$ cat src/rtl/lenet_pkg.sv
// Shared LeNet-5 working-memory geometry, buffer address widths and pool sequencer states.
package lenet_pkg;

  localparam int unsigned POOL1_CH  = 6;
  localparam int unsigned POOL1_DIM = 28;
  localparam int unsigned POOL1_HO  = POOL1_DIM / 2;
  localparam int unsigned POOL1_N   = POOL1_CH * POOL1_HO * POOL1_HO;

  localparam int unsigned POOL2_CH  = 16;
  localparam int unsigned POOL2_DIM = 10;
  localparam int unsigned POOL2_HO  = POOL2_DIM / 2;
  localparam int unsigned POOL2_N   = POOL2_CH * POOL2_HO * POOL2_HO;

  localparam int unsigned A_AW = 13;
  localparam int unsigned B_AW = 11;
  localparam int unsigned C_AW = 9;
  localparam int unsigned CH_W = 5;
  localparam int unsigned RC_W = 4;

  typedef enum logic [2:0] {
    S_IDLE,
    S_RD0,
    S_RD1,
    S_RD2,
    S_RD3,
    S_WR,
    S_DONE
  } pool_state_t;

endpackage

$ cat src/rtl/pool_addr_gen.sv
// Channel/row/column counters with running source and destination bases;
// every address comes from additions, never from multiplication.
module pool_addr_gen
  import lenet_pkg::*;
#(
  parameter int unsigned P1_CH  = POOL1_CH,
  parameter int unsigned P1_DIM = POOL1_DIM,
  parameter int unsigned P2_CH  = POOL2_CH,
  parameter int unsigned P2_DIM = POOL2_DIM
) (
  input  logic            clk,
  input  logic            rst,
  input  logic            init,
  input  logic            adv,
  input  logic            layer,
  output logic [A_AW-1:0] win0_addr_c,
  output logic [A_AW-1:0] win1_addr_c,
  output logic [A_AW-1:0] win2_addr_c,
  output logic [A_AW-1:0] win3_addr_c,
  output logic [B_AW-1:0] dst_addr_c,
  output logic            last_c
);

  localparam logic [A_AW-1:0] W1     = A_AW'(P1_DIM);
  localparam logic [A_AW-1:0] W2     = A_AW'(P2_DIM);
  localparam logic [CH_W-1:0] CH1_MX = CH_W'(P1_CH - 1);
  localparam logic [CH_W-1:0] CH2_MX = CH_W'(P2_CH - 1);
  localparam logic [RC_W-1:0] HO1_MX = RC_W'(P1_DIM / 2 - 1);
  localparam logic [RC_W-1:0] HO2_MX = RC_W'(P2_DIM / 2 - 1);

  logic [A_AW-1:0] w;
  logic [A_AW-1:0] pos_q;
  logic [A_AW-1:0] row_q;
  logic [A_AW-1:0] row_next;
  logic [B_AW-1:0] dst_q;
  logic [CH_W-1:0] ch_q;
  logic [CH_W-1:0] ch_mx;
  logic [RC_W-1:0] r_q;
  logic [RC_W-1:0] c_q;
  logic [RC_W-1:0] ho_mx;

  assign w     = layer ? W2 : W1;
  assign ch_mx = layer ? CH2_MX : CH1_MX;
  assign ho_mx = layer ? HO2_MX : HO1_MX;

  // Two input rows per output row; after the last row this lands on the next channel base.
  assign row_next = row_q + w + w;

  assign win0_addr_c = pos_q;
  assign win1_addr_c = pos_q + A_AW'(1);
  assign win2_addr_c = pos_q + w;
  assign win3_addr_c = pos_q + w + A_AW'(1);
  assign dst_addr_c  = dst_q;
  assign last_c      = (ch_q == ch_mx) && (r_q == ho_mx) && (c_q == ho_mx);

  always_ff @(posedge clk) begin
    if (rst || init) begin
      pos_q <= '0;
      row_q <= '0;
      dst_q <= '0;
      ch_q  <= '0;
      r_q   <= '0;
      c_q   <= '0;
    end else if (adv) begin
      dst_q <= dst_q + B_AW'(1);
      if (c_q == ho_mx) begin
        c_q   <= '0;
        row_q <= row_next;
        pos_q <= row_next;
        if (r_q == ho_mx) begin
          r_q  <= '0;
          ch_q <= ch_q + CH_W'(1);
        end else begin
          r_q <= r_q + RC_W'(1);
        end
      end else begin
        c_q   <= c_q + RC_W'(1);
        pos_q <= pos_q + A_AW'(2);
      end
    end
  end

endmodule

$ cat src/rtl/pool_ctrl.sv
// 2x2/stride-2 signed max-pool sequencer: Buffer A -> Buffer B (Pool1) or Buffer C (Pool2).
module pool_ctrl
  import lenet_pkg::*;
#(
  parameter int unsigned DW     = 8,
  parameter int unsigned P1_CH  = POOL1_CH,
  parameter int unsigned P1_DIM = POOL1_DIM,
  parameter int unsigned P2_CH  = POOL2_CH,
  parameter int unsigned P2_DIM = POOL2_DIM
) (
  input  logic            clk,
  input  logic            rst,
  input  logic            start,
  input  logic            layer_sel,
  output logic            busy,
  output logic            done,
  output logic [12:0]     buf_a_addr,
  input  logic [DW-1:0]   buf_a_rd_data,
  output logic [10:0]     buf_b_addr,
  output logic [DW-1:0]   buf_b_wr_data,
  output logic            buf_b_wr_en,
  output logic [8:0]      buf_c_addr,
  output logic [DW-1:0]   buf_c_wr_data,
  output logic            buf_c_wr_en
);

  pool_state_t     state_q;
  logic            layer_q;
  logic            last_q;
  logic [DW-1:0]   max_q;
  logic [DW-1:0]   max_nxt_c;
  logic            init_c;
  logic            adv_c;
  logic [A_AW-1:0] win0_addr_c;
  logic [A_AW-1:0] win1_addr_c;
  logic [A_AW-1:0] win2_addr_c;
  logic [A_AW-1:0] win3_addr_c;
  logic [B_AW-1:0] dst_addr_c;
  logic            last_c;

  assign init_c    = (state_q == S_IDLE) && start;
  assign adv_c     = (state_q == S_RD3);
  // Strictly-greater replaces, so ties keep the current value.
  assign max_nxt_c = ($signed(buf_a_rd_data) > $signed(max_q)) ? buf_a_rd_data : max_q;

  pool_addr_gen #(
    .P1_CH (P1_CH),
    .P1_DIM(P1_DIM),
    .P2_CH (P2_CH),
    .P2_DIM(P2_DIM)
  ) u_addr_gen (
    .clk        (clk),
    .rst        (rst),
    .init       (init_c),
    .adv        (adv_c),
    .layer      (layer_q),
    .win0_addr_c(win0_addr_c),
    .win1_addr_c(win1_addr_c),
    .win2_addr_c(win2_addr_c),
    .win3_addr_c(win3_addr_c),
    .dst_addr_c (dst_addr_c),
    .last_c     (last_c)
  );

  // Outputs are registered one state ahead: the edge entering a state loads that state's values.
  always_ff @(posedge clk) begin
    if (rst) begin
      state_q       <= S_IDLE;
      layer_q       <= 1'b0;
      last_q        <= 1'b0;
      max_q         <= '0;
      busy          <= 1'b0;
      done          <= 1'b0;
      buf_a_addr    <= '0;
      buf_b_addr    <= '0;
      buf_b_wr_data <= '0;
      buf_b_wr_en   <= 1'b0;
      buf_c_addr    <= '0;
      buf_c_wr_data <= '0;
      buf_c_wr_en   <= 1'b0;
    end else begin
      done          <= 1'b0;
      buf_a_addr    <= '0;
      buf_b_addr    <= '0;
      buf_b_wr_data <= '0;
      buf_b_wr_en   <= 1'b0;
      buf_c_addr    <= '0;
      buf_c_wr_data <= '0;
      buf_c_wr_en   <= 1'b0;
      case (state_q)
        S_IDLE: begin
          if (start) begin
            layer_q <= layer_sel;
            busy    <= 1'b1;
            state_q <= S_RD0;
          end
        end
        S_RD0: begin
          max_q      <= buf_a_rd_data;
          buf_a_addr <= win1_addr_c;
          state_q    <= S_RD1;
        end
        S_RD1: begin
          max_q      <= max_nxt_c;
          buf_a_addr <= win2_addr_c;
          state_q    <= S_RD2;
        end
        S_RD2: begin
          max_q      <= max_nxt_c;
          buf_a_addr <= win3_addr_c;
          state_q    <= S_RD3;
        end
        S_RD3: begin
          max_q   <= max_nxt_c;
          last_q  <= last_c;
          state_q <= S_WR;
          if (layer_q) begin
            buf_c_addr    <= C_AW'(dst_addr_c);
            buf_c_wr_data <= max_nxt_c;
            buf_c_wr_en   <= 1'b1;
          end else begin
            buf_b_addr    <= dst_addr_c;
            buf_b_wr_data <= max_nxt_c;
            buf_b_wr_en   <= 1'b1;
          end
        end
        S_WR: begin
          if (last_q) begin
            done    <= 1'b1;
            state_q <= S_DONE;
          end else begin
            buf_a_addr <= win0_addr_c;
            state_q    <= S_RD0;
          end
        end
        S_DONE: begin
          busy    <= 1'b0;
          state_q <= S_IDLE;
        end
        default: begin
          busy    <= 1'b0;
          state_q <= S_IDLE;
        end
      endcase
    end
  end

endmodule

$ cat config.mk
export PLATFORM = sky130hd
export DESIGN_NAME = pool_ctrl
export DESIGN_NICKNAME = d
export VERILOG_FILES = /design/src/rtl/lenet_pkg.sv /design/src/rtl/pool_addr_gen.sv /design/src/rtl/pool_ctrl.sv
export SDC_FILE = /design/constraint.sdc
export NUM_CORES = 1
export LEC_CHECK = 0
export CORE_UTILIZATION = 30
export CTS_CLUSTER_DIAMETER = 30
export DETAILED_ROUTE_END_ITERATION = 10
export MAX_ROUTING_LAYER = met4
export SYNTH_ARGS = -nofsm -noshare
export SYNTH_HDL_FRONTEND = slang
export SYNTH_SLANG_ARGS = --single-unit
$ cat constraint.sdc
create_clock -name clk -period 4.5 [get_ports clk]
set_clock_uncertainty 0.05 [all_clocks]
set_input_delay 0.9 -clock clk [delete_from_list [all_inputs] [get_ports clk]]
set_output_delay 0.9 -clock clk [all_outputs]
set_load 0.02 [all_outputs]
### After elaboration in Yosys (flattened, before gate mapping)

Cells that the tools add are included.

| cells by class | value |
|---|---|
| order comparisons | 1 |
| add/subtract/negate cells | 10 |
| mux-type cells | 18 |
| reductions and logical operators | 16 |
| bitwise gates (word level) | 4 |
| equality and inequality tests | 9 |

Operators by type and width:

| cell | number |
|---|---|
| $pmux W13 S4 | 1 |
| $add A13 B13 Y13 | 3 |
| $add A13 B1 Y13 const B | 2 |
| $mux W13 | 2 |
| $pmux W3 S6 | 1 |
| $mux W4 | 4 |
| $pmux W8 S2 | 1 |
| $add A13 B2 Y13 const B | 1 |
| $add A11 B1 Y11 const B | 1 |
| $reduce_or A3 Y1 | 3 |
| $add A4 B1 Y4 const B | 2 |
| $eq A4 B4 Y1 | 2 |
| $gt A8 B8 Y1 | 1 |
| $mux W8 | 1 |
| $eq A3 B2 Y1 const B | 2 |
| $eq A3 B3 Y1 const B | 2 |
| $mux W3 | 2 |
| $reduce_and A2 Y1 | 3 |
| $add A5 B1 Y5 const B | 1 |
| $eq A5 B5 Y1 | 1 |
| $mux W5 | 1 |
| $reduce_or A5 Y1 | 1 |
| $mux W1 | 4 |
| $not A1 Y1 | 4 |
| other kinds (9) | 12 |

| storage, ports and cells | value |
|---|---|
| bits in registers | 116 |
| output and inout bits | 53 |
| logic and storage cells | 77 |
| bits of input ports | 12 |

### Logic depth before layout (Yosys ltp)

Gate-level depths: netlist of the first run.

| logic depth | value |
|---|---|
| depth after elaboration | 4 |
| depth in mapped cells | 8 |

### By module

A second synthesis of the first run with hierarchy kept.

| second synthesis, totals | value |
|---|---|
| cell total of the unflattened synthesis | 657 |
| area, all modules | 5729.2 um^2 |

By module, submodules not included:

| module | instances | sequential area each (um^2) | area each (um^2) | cells each |
|---|---|---|---|---|
| pool_addr_gen | 1 | 940.9 | 2904.0 | 352 |
| pool_ctrl | 1 | 1321.3 | 2825.2 | 305 |

### Worst setup path before layout of the first run

OpenSTA, ideal clock, no wires.

| path | value |
|---|---|
| path type | input to register |
| start point | input port buf_a_rd_data[7] |
| end point | register max_q[0] |
| required time | 4.378 ns |
| arrival time | 2.433 ns |
| path slack | 1.946 ns |
| stages on the path | 6 |
| cell sequence | ha_1 -> nand4_1 -> o32ai_2 -> a21oi_1 -> a21oi_2 -> mux2i_1 |

| on the way | value |
|---|---|
| cells in the longest elaborated chain, start to end | 3 |

RTL lines:

| item | RTL line | text |
|---|---|---|
| start: declaration | pool_ctrl.sv:18 | `input logic [DW-1:0] buf_a_rd_data,` |
| $gt A8 B8 Y1 | pool_ctrl.sv:44 | `assign max_nxt_c = ($signed(buf_a_rd_data) > $signed(max_q)) ? buf_a_rd_data : max_q;` |
| $mux W8 | pool_ctrl.sv:44 |  |
| $pmux W8 S2 | pool_ctrl.sv:90 | `case (state_q)` |
| end signal: assignment | pool_ctrl.sv:99 | `max_q <= buf_a_rd_data;` |
| end signal: assignment | pool_ctrl.sv:104 | `max_q <= max_nxt_c;` |
| end signal: assignment | pool_ctrl.sv:109 | `max_q <= max_nxt_c;` |
| end: declaration | pool_ctrl.sv:30 | `logic [DW-1:0] max_q;` |

No other way between the ends.
A chain may end at the register's enable or synchronous reset.

### Final worst setup path of the first run

| path | value |
|---|---|
| start point | input port buf_a_rd_data[7] |
| end point | register max_q[6] |

The elaborated chain is that of the path after synthesis.

==> summary.txt, run 1 <==
worst hold path type: flop to flop
Post-Syn Area: 5180 um^2
vias in the first global route: 4177
worst path arrival time: 3160 ps
die height: 133 um
Async SR Flop Fraction: 0%
layout cells sized above 1: 7.70%
DR vias: 4310
total power density per cell area: 400 nW/um^2
clock buffer depth: 2
initial antenna violation count: 0
H-tree depth: 4
fin crit share: 63.8%
maxcap violations: 0
Syn-to-layout area delta: 27.0%
Ports: 65
GP Congestion: 0.831
largest net degree at the start of global routing: 41
Iter 0 DRT Violations: 256
Clk Tree Root Cell: clkbuf_16
Avg WL per Cell: 13.7 um
synthesized area per cell: 8.92 um^2
first-pass iteration count of the detailed router: 5
Max FO, Critical Path: 8
# setup viols final: 0
Main synth FF type: dfxtp_1
Rel. slew slack: 22.2%
Max VDD drop: 0.257 mV
sequential area share after synthesis: 43.7%
setup_tns: 0 ps
HPWL after detailed placement: 8.25 mm
GRT Total Usage: 14.5%
syn_nets: 613
starting density of the core: 31.0%
GR Overflow Total: 0
FP Rows: 47
WL final: 11.9 mm
Seq. cell area: 2260 um^2
status: completed
Clock transition at path regs: 50 ps
Pins Over Slew Limit: 0
Hold Vio Cnt, Final: 0
Die Area: 17800 um^2
setup bufs post-CTS: 0
CP Capture Type: flop
kind of critical path: input pin to flop
fin crit period: 2870 ps
Port Buffers: 64
Final #Nets: 669
n_diodes: 0
CTS tree: done
Post-synth EDFFs: 0
Slew @ Worst Pin: 1160 ps
Req. time, crit path: 4790 ps
drc violations: 0
Num CTS Buffers: 17
Critical Path Source Type: input pin
unrepaired setup endpoints after global routing: no
Yosys warnings: 0
pre-CTS WS: 1210 ps
cells after synthesis: 580
core area: 16700 um^2
Filler cells: 1653
fin worst setup slack: 1630 ps
synthesis-stage register bit count: 113
Skew-Pair Late Insertion Delay: 420 ps
count of different cell masters after synthesis: 63
Die W: 133 um
P_leak: 0.00238 uW
drt via density: 4.96
maximum clock rate: 348 MHz
first-pass GRT wire length: 19.8 mm
Multi-input gate area: 2690 um^2
# hold bufs at CTS: 0
DRT antenna net count: 0
# clock sinks: 113
PostCTS Resize Cnt: 0
-- stage by stage --
stage / power, uW / utilization (%) / hold slack, ps / std cells / area [um^2]
after floorplan: 1230 / - / 390 / 580 / 5180
after global placement: 1280 / 35.7 / 397 / 837 / 5970
after detailed placement: 1290 / 35.7 / 412 / 837 / 5970
after CTS: 2660 / 39.4 / 421 / 869 / 6570
after global routing: 2730 / 39.4 / 453 / 869 / 6570
final: 2630 / 39.4 / 425 / 869 / 6570
-- kinds of logic (layout without fill, tap and decap cells) --
logic type	Yosys count	after routing	share of synthesized area (%)
compound gates	120	120	15.0
xor+xnor	29	29	4.91
fa+ha+maj	21	21	5.37
buf+inv	52	121	4.42
flops	113	113	43.7
mux	17	17	3.31
simple gates	228	228	23.3
-- state kept, by name, indices dropped and copies added (netlist names) --
name	count
buf_c_wr_data	8
buf_b_addr	11
u_addr_gen.r_q	4
u_addr_gen.ch_q	5
buf_b_wr_data	8
u_addr_gen.win0_addr_c	12
done	1
layer_q	1
u_addr_gen.c_q	4
u_addr_gen.dst_addr_c	11
buf_a_addr	13
max_q	8
buf_c_addr	9
buf_b_wr_en	1
buf_c_wr_en	1
state_q	3
last_q	1
busy	1
u_addr_gen.row_q	11
-- layer usage --
| metal | up-vias | GRT usage (%) | part of all wire, % |
|---|---|---|---|
| met4 | 0 | 6.88 | 1.8 |
| met2 | 113 | 23.9 | 50 |
| met3 | 16 | 3.77 | 4.3 |
| met1 | 2042 | 16.2 | 44 |
| li1 | 2139 | - | - |
| met5 | - | - | 0 |
-- Yosys cell counts, drive strengths merged, types with 2 or more instances --
cell     number  share of area (%)
dfxtp       113                 44
nor2         65                4.8
a21oi        44                4.4
nand2        35                2.6
o21ai        31                3.1
and2         23                2.8
nand3        23                2.3
inv          22                1.6
nand2b       22                2.7
ha           19                4.6
xor2         19                3.2
clkbuf       16                1.2
mux2i        16                3.1
buf          14                1.7
nand4        14                1.7
nor3         10               0.97
xnor2        10                1.7
or3           8               0.97
a31oi         7                1.1
a21o          5               0.73
nor3b         5               0.94
o211ai        5               0.73
o21a          5               0.73
a211oi        4               0.82
nor2b         4               0.48
a22oi         3               0.44
a311oi        3               0.51
nor4b         3               0.63
a2111oi       2               0.46
a211o         2               0.34
a41oi         2               0.34
and3          2               0.24
and3b         2               0.34
and4          2               0.34
fa            2               0.77
nand3b        2               0.29
or3b          2               0.34
or4           2               0.29
or4b          2               0.39
-- critical path: stages --
cell,delay (ps)
clkdlybuf4s50_1,460
ha_1,350
nand4_1,160
o32ai_2,410
a21oi_1,100
a21oi_2,510
mux2i_1,260
-- area by class of cell --
type,instances,share of cell area (%)
clock inverter,13,2.46
clock buffer,19,6.74
multi-input combinational,415,40.9
timing repair buffer,67,10.1
tap,220,4.19
sequential,113,34.4
inverter,22,1.26
-- cells in the final DEF, fill, tap and decap left out, types with 3 or more instances in the layout --
cell type          n
clkinvlp_4         4
ha_1              19
nor3b_1            4
nor3_1            10
nor2b_1            4
and2_1            21
xnor2_1           10
nand3_1           22
inv_1             22
o21ai_0           28
nor2_1            64
o211ai_1           5
a21oi_1           42
nand4_1           14
or3_1              8
mux2i_1           16
a211oi_1           3
bufinv_16          3
a31oi_1            6
a22oi_1            3
clkdlybuf4s50_1   64
buf_4              3
clkbuf_16         17
dfxtp_1          113
o21a_1             5
xor2_1            19
clkinv_2           3
nand2_1           33
a311oi_1           3
a21o_1             5
nand2b_1          22
-- final timing paths --
kind	cells past startpoint	endpoint	startpoint	slack, ps
min reg2reg	2	u_addr_gen.row_q[2]	u_addr_gen.row_q[2]	420
max reg2reg	5	u_addr_gen.row_q[10]	state_q[2]	1720
min	2	u_addr_gen.row_q[2]	u_addr_gen.row_q[2]	420
max	7	max_q[6]	buf_a_rd_data[7]	1630
-- where the power goes --
| part | switching [uW] | internal [uW] |
|---|---|---|
| sequential | 25.0 | 1020 |
| clock | 480 | 883 |
| combinational | 130 | 90.2 |
Note: power is estimated with default switching activity, not from simulation.
==> run 2: changes to the inputs <==
Clock period 4.5 ns to 2.7 ns, I/O delays scaled along.
==> run 2 against run 1 <==
Against the previous run:
- routed wire length is 0.27% higher
- via count is 1.9% higher
- sequential cell count is the same
==> summary.txt, run 2 (synthesis results as in run 1) <==
drc violations: 0 (unchanged)
CTS tree: done
Post-DP Area: 6170 um^2 (+3.4%)
Max VDD drop: 0.420 mV (+63%)
CP Buf/Inv Count: 2 (+1)
Die Area: 17800 um^2 (unchanged)
Ports: 65 (unchanged)
maxcap violations: 0 (unchanged)
Final Total Pwr: 4550 uW (+73%)
Pins Over Slew Limit: 0 (unchanged)
Max FO, Critical Path: 12 (+4)
die height: 133 um (unchanged)
Avg WL per Cell: 13.3 um (-2.5%)
fin worst setup slack: 423 ps (-1210 ps)
layout cells sized above 1: 11.1% (+3.4 points)
HPWL after detailed placement: 8.50 mm (+3.1%)
GR Util met3: 3.92% (+0.15 points)
Top reg by flops: buf_a_addr
# hold bufs at CTS: 0 (unchanged)
initial antenna violation count: 0 (unchanged)
Crit path max-delay family: simple AND/OR/NAND/NOR gates
GRT met2 Usage: 23.2% (-0.67 points)
total power density per cell area: 669 nW/um^2 (+67%)
# setup viols final: 0 (unchanged)
status: completed
Largest register FFs: 13 (unchanged)
FP Rows: 47 (unchanged)
PostCTS Resize Cnt: 0 (unchanged)
setup_tns: 0 ps (unchanged)
gr busiest metal: met2
largest net degree at the start of global routing: 27 (-34%)
GP Congestion: 0.827 (-0.40%)
Skew-Pair Late Insertion Delay: 420 ps (about the same)
worst hold path type: flop to flop
Clk Tree Root Cell: clkbuf_16
GR Overflow Total: 0 (unchanged)
M1 GR Usage: 16.9% (+0.66 points)
commonest non-fill, non-tap cell in the layout: dfxtp_1
DRT antenna net count: 0 (unchanged)
fin crit share: 84.3%
most frequent cells in the layout: dfxtp_1, nor2_1, clkdlybuf4s50_1, a21oi_1, nand2_1
Syn-to-layout area delta: 31.5%
H-tree depth: 4 (unchanged)
n_diodes: 0 (unchanged)
Filler cells: 1676 (+1.4%)
drt via density: 4.91 (-0.97%)
Slew @ Worst Pin: 654 ps (-507 ps)
Req. time, crit path: 3000 ps (-1790 ps)
Critical Path Source Type: flop
slowest CP cell: or4b_1
Clock transition at path regs: 50 ps (about the same)
GRT Total Usage: 14.5% (+0.070 points)
Port Buffers: 64 (unchanged)
first-pass iteration count of the detailed router: 4 (-1)
kind of critical path: flop to flop
Iter 0 DRT Violations: 279 (+9.0%)
Util after Layout: 40.8% (+1.4 points)
pre-CTS WS: 0.0862 ps (-1210 ps)
unrepaired setup endpoints after global routing: no
Rel. slew slack: 56.3% (+34 points)
fin crit period: 2280 ps
# clock sinks: 113 (unchanged)
worst stage delay on the critical path: 490 ps (-20 ps)
DR vias: 4391 (+1.9%)
Hold Vio Cnt, Final: 0 (unchanged)
vias in the first global route: 4234 (+1.4%)
setup bufs post-CTS: 0 (unchanged)
worst path arrival time: 2580 ps (-580 ps)
starting density of the core: 31.0% (unchanged)
core area: 16700 um^2 (unchanged)
clock buffer depth: 2 (unchanged)
crit-path cells: buf_4 > ha_1 > inv_1 > fa_1 > nand2b_1 > a21o_1 > nand3_1 > or4b_1 > a21oi_1
Final #Nets: 694 (+3.7%)
Num CTS Buffers: 17 (unchanged)
P_leak: 0.00253 uW (+6.4%)
first-pass GRT wire length: 19.9 mm (+0.80%)
fin area: 6810 um^2 (+3.6%)
maximum clock rate: 439 MHz
Die W: 133 um (unchanged)
CP Capture Type: flop
WL final: 11.9 mm (+0.27%)
-- run 2: changes by cell type in the layout (fill, tap and decap cells not counted), sizes merged --
cell and change:
clkbuf +3, clkinv -1, buf +25, bufinv +1
clkinvlp -2, inv -1
-- run 2: area by class of cell --
class / count / area, um^2 / share of cell area [%]
clock inverters: 10 / 155 / 2.28
clock buffers: 22 / 484 / 7.11
well taps: 220 / 275 / 4.04
multi-input cells: 415 / 2690 / 39.4
flip-flops and latches: 113 / 2260 / 33.2
inverters: 22 / 82.6 / 1.21
repair buffers: 92 / 863 / 12.7
-- run 2: where the power goes --
group | total (uW) | switching (uW) | internal [uW]
clock | 2400 | 764 | 1630
combinational | 423 | 231 | 192
sequential | 1730 | 32.9 | 1700
-- run 2: worst register-to-register path, cell delays in order, from the launching register on --
cell	delay [ps]
dfxtp_1	330
buf_4	190
ha_1	210
inv_1	60
fa_1	380
nand2b_1	110
a21o_1	160
nand3_1	90
or4b_1	490
a21oi_1	150
-- run 2: through the flow --
step                      instances  hold slack [ps]
after floorplan                 580              390
after global placement          862              400
after detailed placement        862              414
after CTS                       894              421
after global routing            894              456
final                           894              416
-- run 2: path summary, 6_finish.rpt --
kind                             from  depth (start not counted)  slack [ps]                   to
setup / recovery              layer_q                          9         420       buf_a_addr[11]
hold / removal    u_addr_gen.row_q[2]                          2         420  u_addr_gen.row_q[2]
setup reg to reg              layer_q                          9         420       buf_a_addr[11]
hold reg to reg   u_addr_gen.row_q[2]                          2         420  u_addr_gen.row_q[2]
-- run 2: routing by layer --
| layer | share of wire [%] | up-vias |
|---|---|---|
| met5 | 0 | - |
| met4 | 1.9 | 0 |
| met3 | 4.0 | 24 |
| met2 | 47 | 89 |
| met1 | 47 | 2098 |
| li1 | - | 2180 |
==> run 3: changes to the inputs <==
Clock period 2.7 ns to 1.9 ns, I/O delays scaled along.
==> run 3 against run 2 <==
Against the previous run:
- the run now ends with negative setup slack left
- non-clock buffer count rose by 70
- combinational power rose by 110%
- setup slack got worse by 570 ps
- critical path type unchanged
- register-to-register slack got worse by 570 ps
- final cell count rose by 7.7%
- sequential cell count did not move
- die area did not move
- core utilization rose by 6.3 points
- largest power group unchanged
- fmax rose by 11%
==> summary.txt, run 3 (synthesis results as in run 1) <==
H-tree depth: 4 (unchanged)
DRT antenna net count: 0 (unchanged)
Slew @ Worst Pin: 531 ps (-123 ps)
fin worst setup slack: -147 ps (-570 ps)
Pins Over Slew Limit: 0 (unchanged)
total power density per cell area: 824 nW/um^2 (+23%)
Hold WS: 429 ps (+12.1 ps)
GP Congestion: 0.864 (+4.4%)
crit-path cells: inv_2 > ha_4 > nand4_1 > a211o_1 > a31oi_4 > buf_12 > mux2i_4 > nor2_1
Hold Vio Cnt, Final: 0 (unchanged)
CTS tree: done
Util after Layout: 47.1% (+6.3 points)
WL final: 13.4 mm (+12%)
fin crit period: 2050 ps (-230 ps)
slowest CP cell: dfxtp_2
Filler cells: 1601 (-4.5%)
GRT Total Usage: 16.2% (+1.7 points)
# hold bufs at CTS: 0 (unchanged)
Clock transition at path regs: 60 ps (about the same)
Final Total Pwr: 6480 uW (+42%)
fin crit share: 108% (+23 points)
DR vias: 4719 (+7.5%)
first-pass GRT wire length: 22.4 mm (+13%)
largest net degree at the start of global routing: 21 (-22%)
status: finished, violations left
Num CTS Buffers: 17 (unchanged)
Iter 0 DRT Violations: 174 (-38%)
Max VDD drop: 0.587 mV (+40%)
HPWL after detailed placement: 9.25 mm (+8.8%)
# clock sinks: 113 (unchanged)
first-pass iteration count of the detailed router: 4 (unchanged)
core area: 16700 um^2 (unchanged)
Syn-to-layout area delta: 51.9%
kind of critical path: flop to flop
CP Buf/Inv Count: 2 (unchanged)
layout cells sized above 1: 29.3% (+18 points)
drt via density: 4.90 (-0.23%)
failing checks: negative setup slack
n_diodes: 0 (unchanged)
drc violations: 0 (unchanged)
Critical Path Source Type: flop
worst stage delay on the critical path: 350 ps (-140 ps)
die height: 133 um (unchanged)
maxcap violations: 0 (unchanged)
# setup viols final: 41 (+41)
Final #Nets: 764 (+10%)
worst path arrival time: 2300 ps (-280 ps)
Die W: 133 um (unchanged)
worst hold path type: flop to flop
initial antenna violation count: 0 (unchanged)
Layout Cells excl Fill: 963 (+7.7%)
Avg WL per Cell: 13.9 um (+4.0%)
Req. time, crit path: 2160 ps (-840 ps)
clock buffer depth: 2 (unchanged)
P_leak: 0.00297 uW (+18%)
Port Buffers: 64 (unchanged)
most frequent cells in the layout: dfxtp_1, buf_4, nor2_1, clkdlybuf4s50_1, a21oi_1
DP Cell Count: 915 (+6.1%)
starting density of the core: 31.0% (unchanged)
Largest register FFs: 13 (unchanged)
Max FO, Critical Path: 8 (-4)
vias in the first global route: 4658 (+10%)
Crit path max-delay family: compound AO/OA/AOI/OAI gates
Rel. slew slack: 64.1% (+7.8 points)
Top reg by flops: buf_a_addr
commonest non-fill, non-tap cell in the layout: dfxtp_1
GR Overflow Total: 0 (unchanged)
maximum clock rate: 489 MHz (+11%)
unrepaired setup endpoints after global routing: yes
Ports: 65 (unchanged)
Skew-Pair Late Insertion Delay: 420 ps (about the same)
CP Capture Type: flop
FP Rows: 47 (unchanged)
Clk Tree Root Cell: clkbuf_16
Die Area: 17800 um^2 (unchanged)
[run 3: cell types whose count changed in the layout (fill, tap and decap cells not counted), sizes merged]
cell	change
buf	+70
bufinv	-2
clkbuf	-5
inv	+5
clkdlybuf4s50	-4
clkinvlp	+1
dlygate4sd2	+4
[run 3: worst reg2reg max path, cell delays in order (launching register included)]
cell and delay (ps):
dfxtp_2 350, inv_2 50, ha_4 260, nand4_1 170
a211o_1 330, a31oi_4 200, buf_12 200, mux2i_4 260
nor2_1 70
[run 3: worst paths after layout]
kind                      end  cells past startpoint                 startpoint  slack (ps)
max          buf_c_wr_data[0]                      8                   max_q[6]        -150
min            buf_b_addr[10]                      1  u_addr_gen.dst_addr_c[10]         430
max reg2reg  buf_c_wr_data[0]                      8                   max_q[6]        -150
min reg2reg    buf_b_addr[10]                      1  u_addr_gen.dst_addr_c[10]         430
[run 3: per-stage QoR]
stage,cell area [um^2],worst slack (ps),TNS (ps)
after global routing,7860,-234,-7720
after floorplan,5320,-37.4,-443
final,7860,-147,-3460
after detailed placement,6710,-695,-24410
after CTS,7510,-162,-3330
after global placement,6710,-599,-22740
[run 3: repair_timing]
item,4_1_cts,5_1_grt
buffers inserted,9,8
endpoints found under the setup margin,49,73
pin swaps,33,38
resized for setup,35,63
[run 3: power breakdown]
part,switching (uW),internal [uW],total [uW],leakage [uW]
Clock,1210,1940,3150,0.000277
Combinational,442,437,879,0.00178
Sequential,34.8,2420,2450,0.000915
[run 3: layout make-up]
class,instances,area [um^2],share of cell area [%]
Multi-Input combinational cell,415,3180,40.5
Clock buffer,17,425,5.41
Inverter,22,87.6,1.11
Clock inverter,14,158,2.01
Sequential cell,113,2270,28.9
Tap cell,220,275,3.50
Timing Repair Buffer,162,1460,18.6
[run 3: metal layers]
| layer | routed length, um | share of wire (%) | global-route usage (%) |
|---|---|---|---|
| met2 | 6550 | 49 | 26.1 |
| met5 | 0 | 0 | - |
| met1 | 5910 | 44 | 19.4 |
| met3 | 653 | 4.9 | 4.38 |
| met4 | 246 | 1.8 | 6.06 |
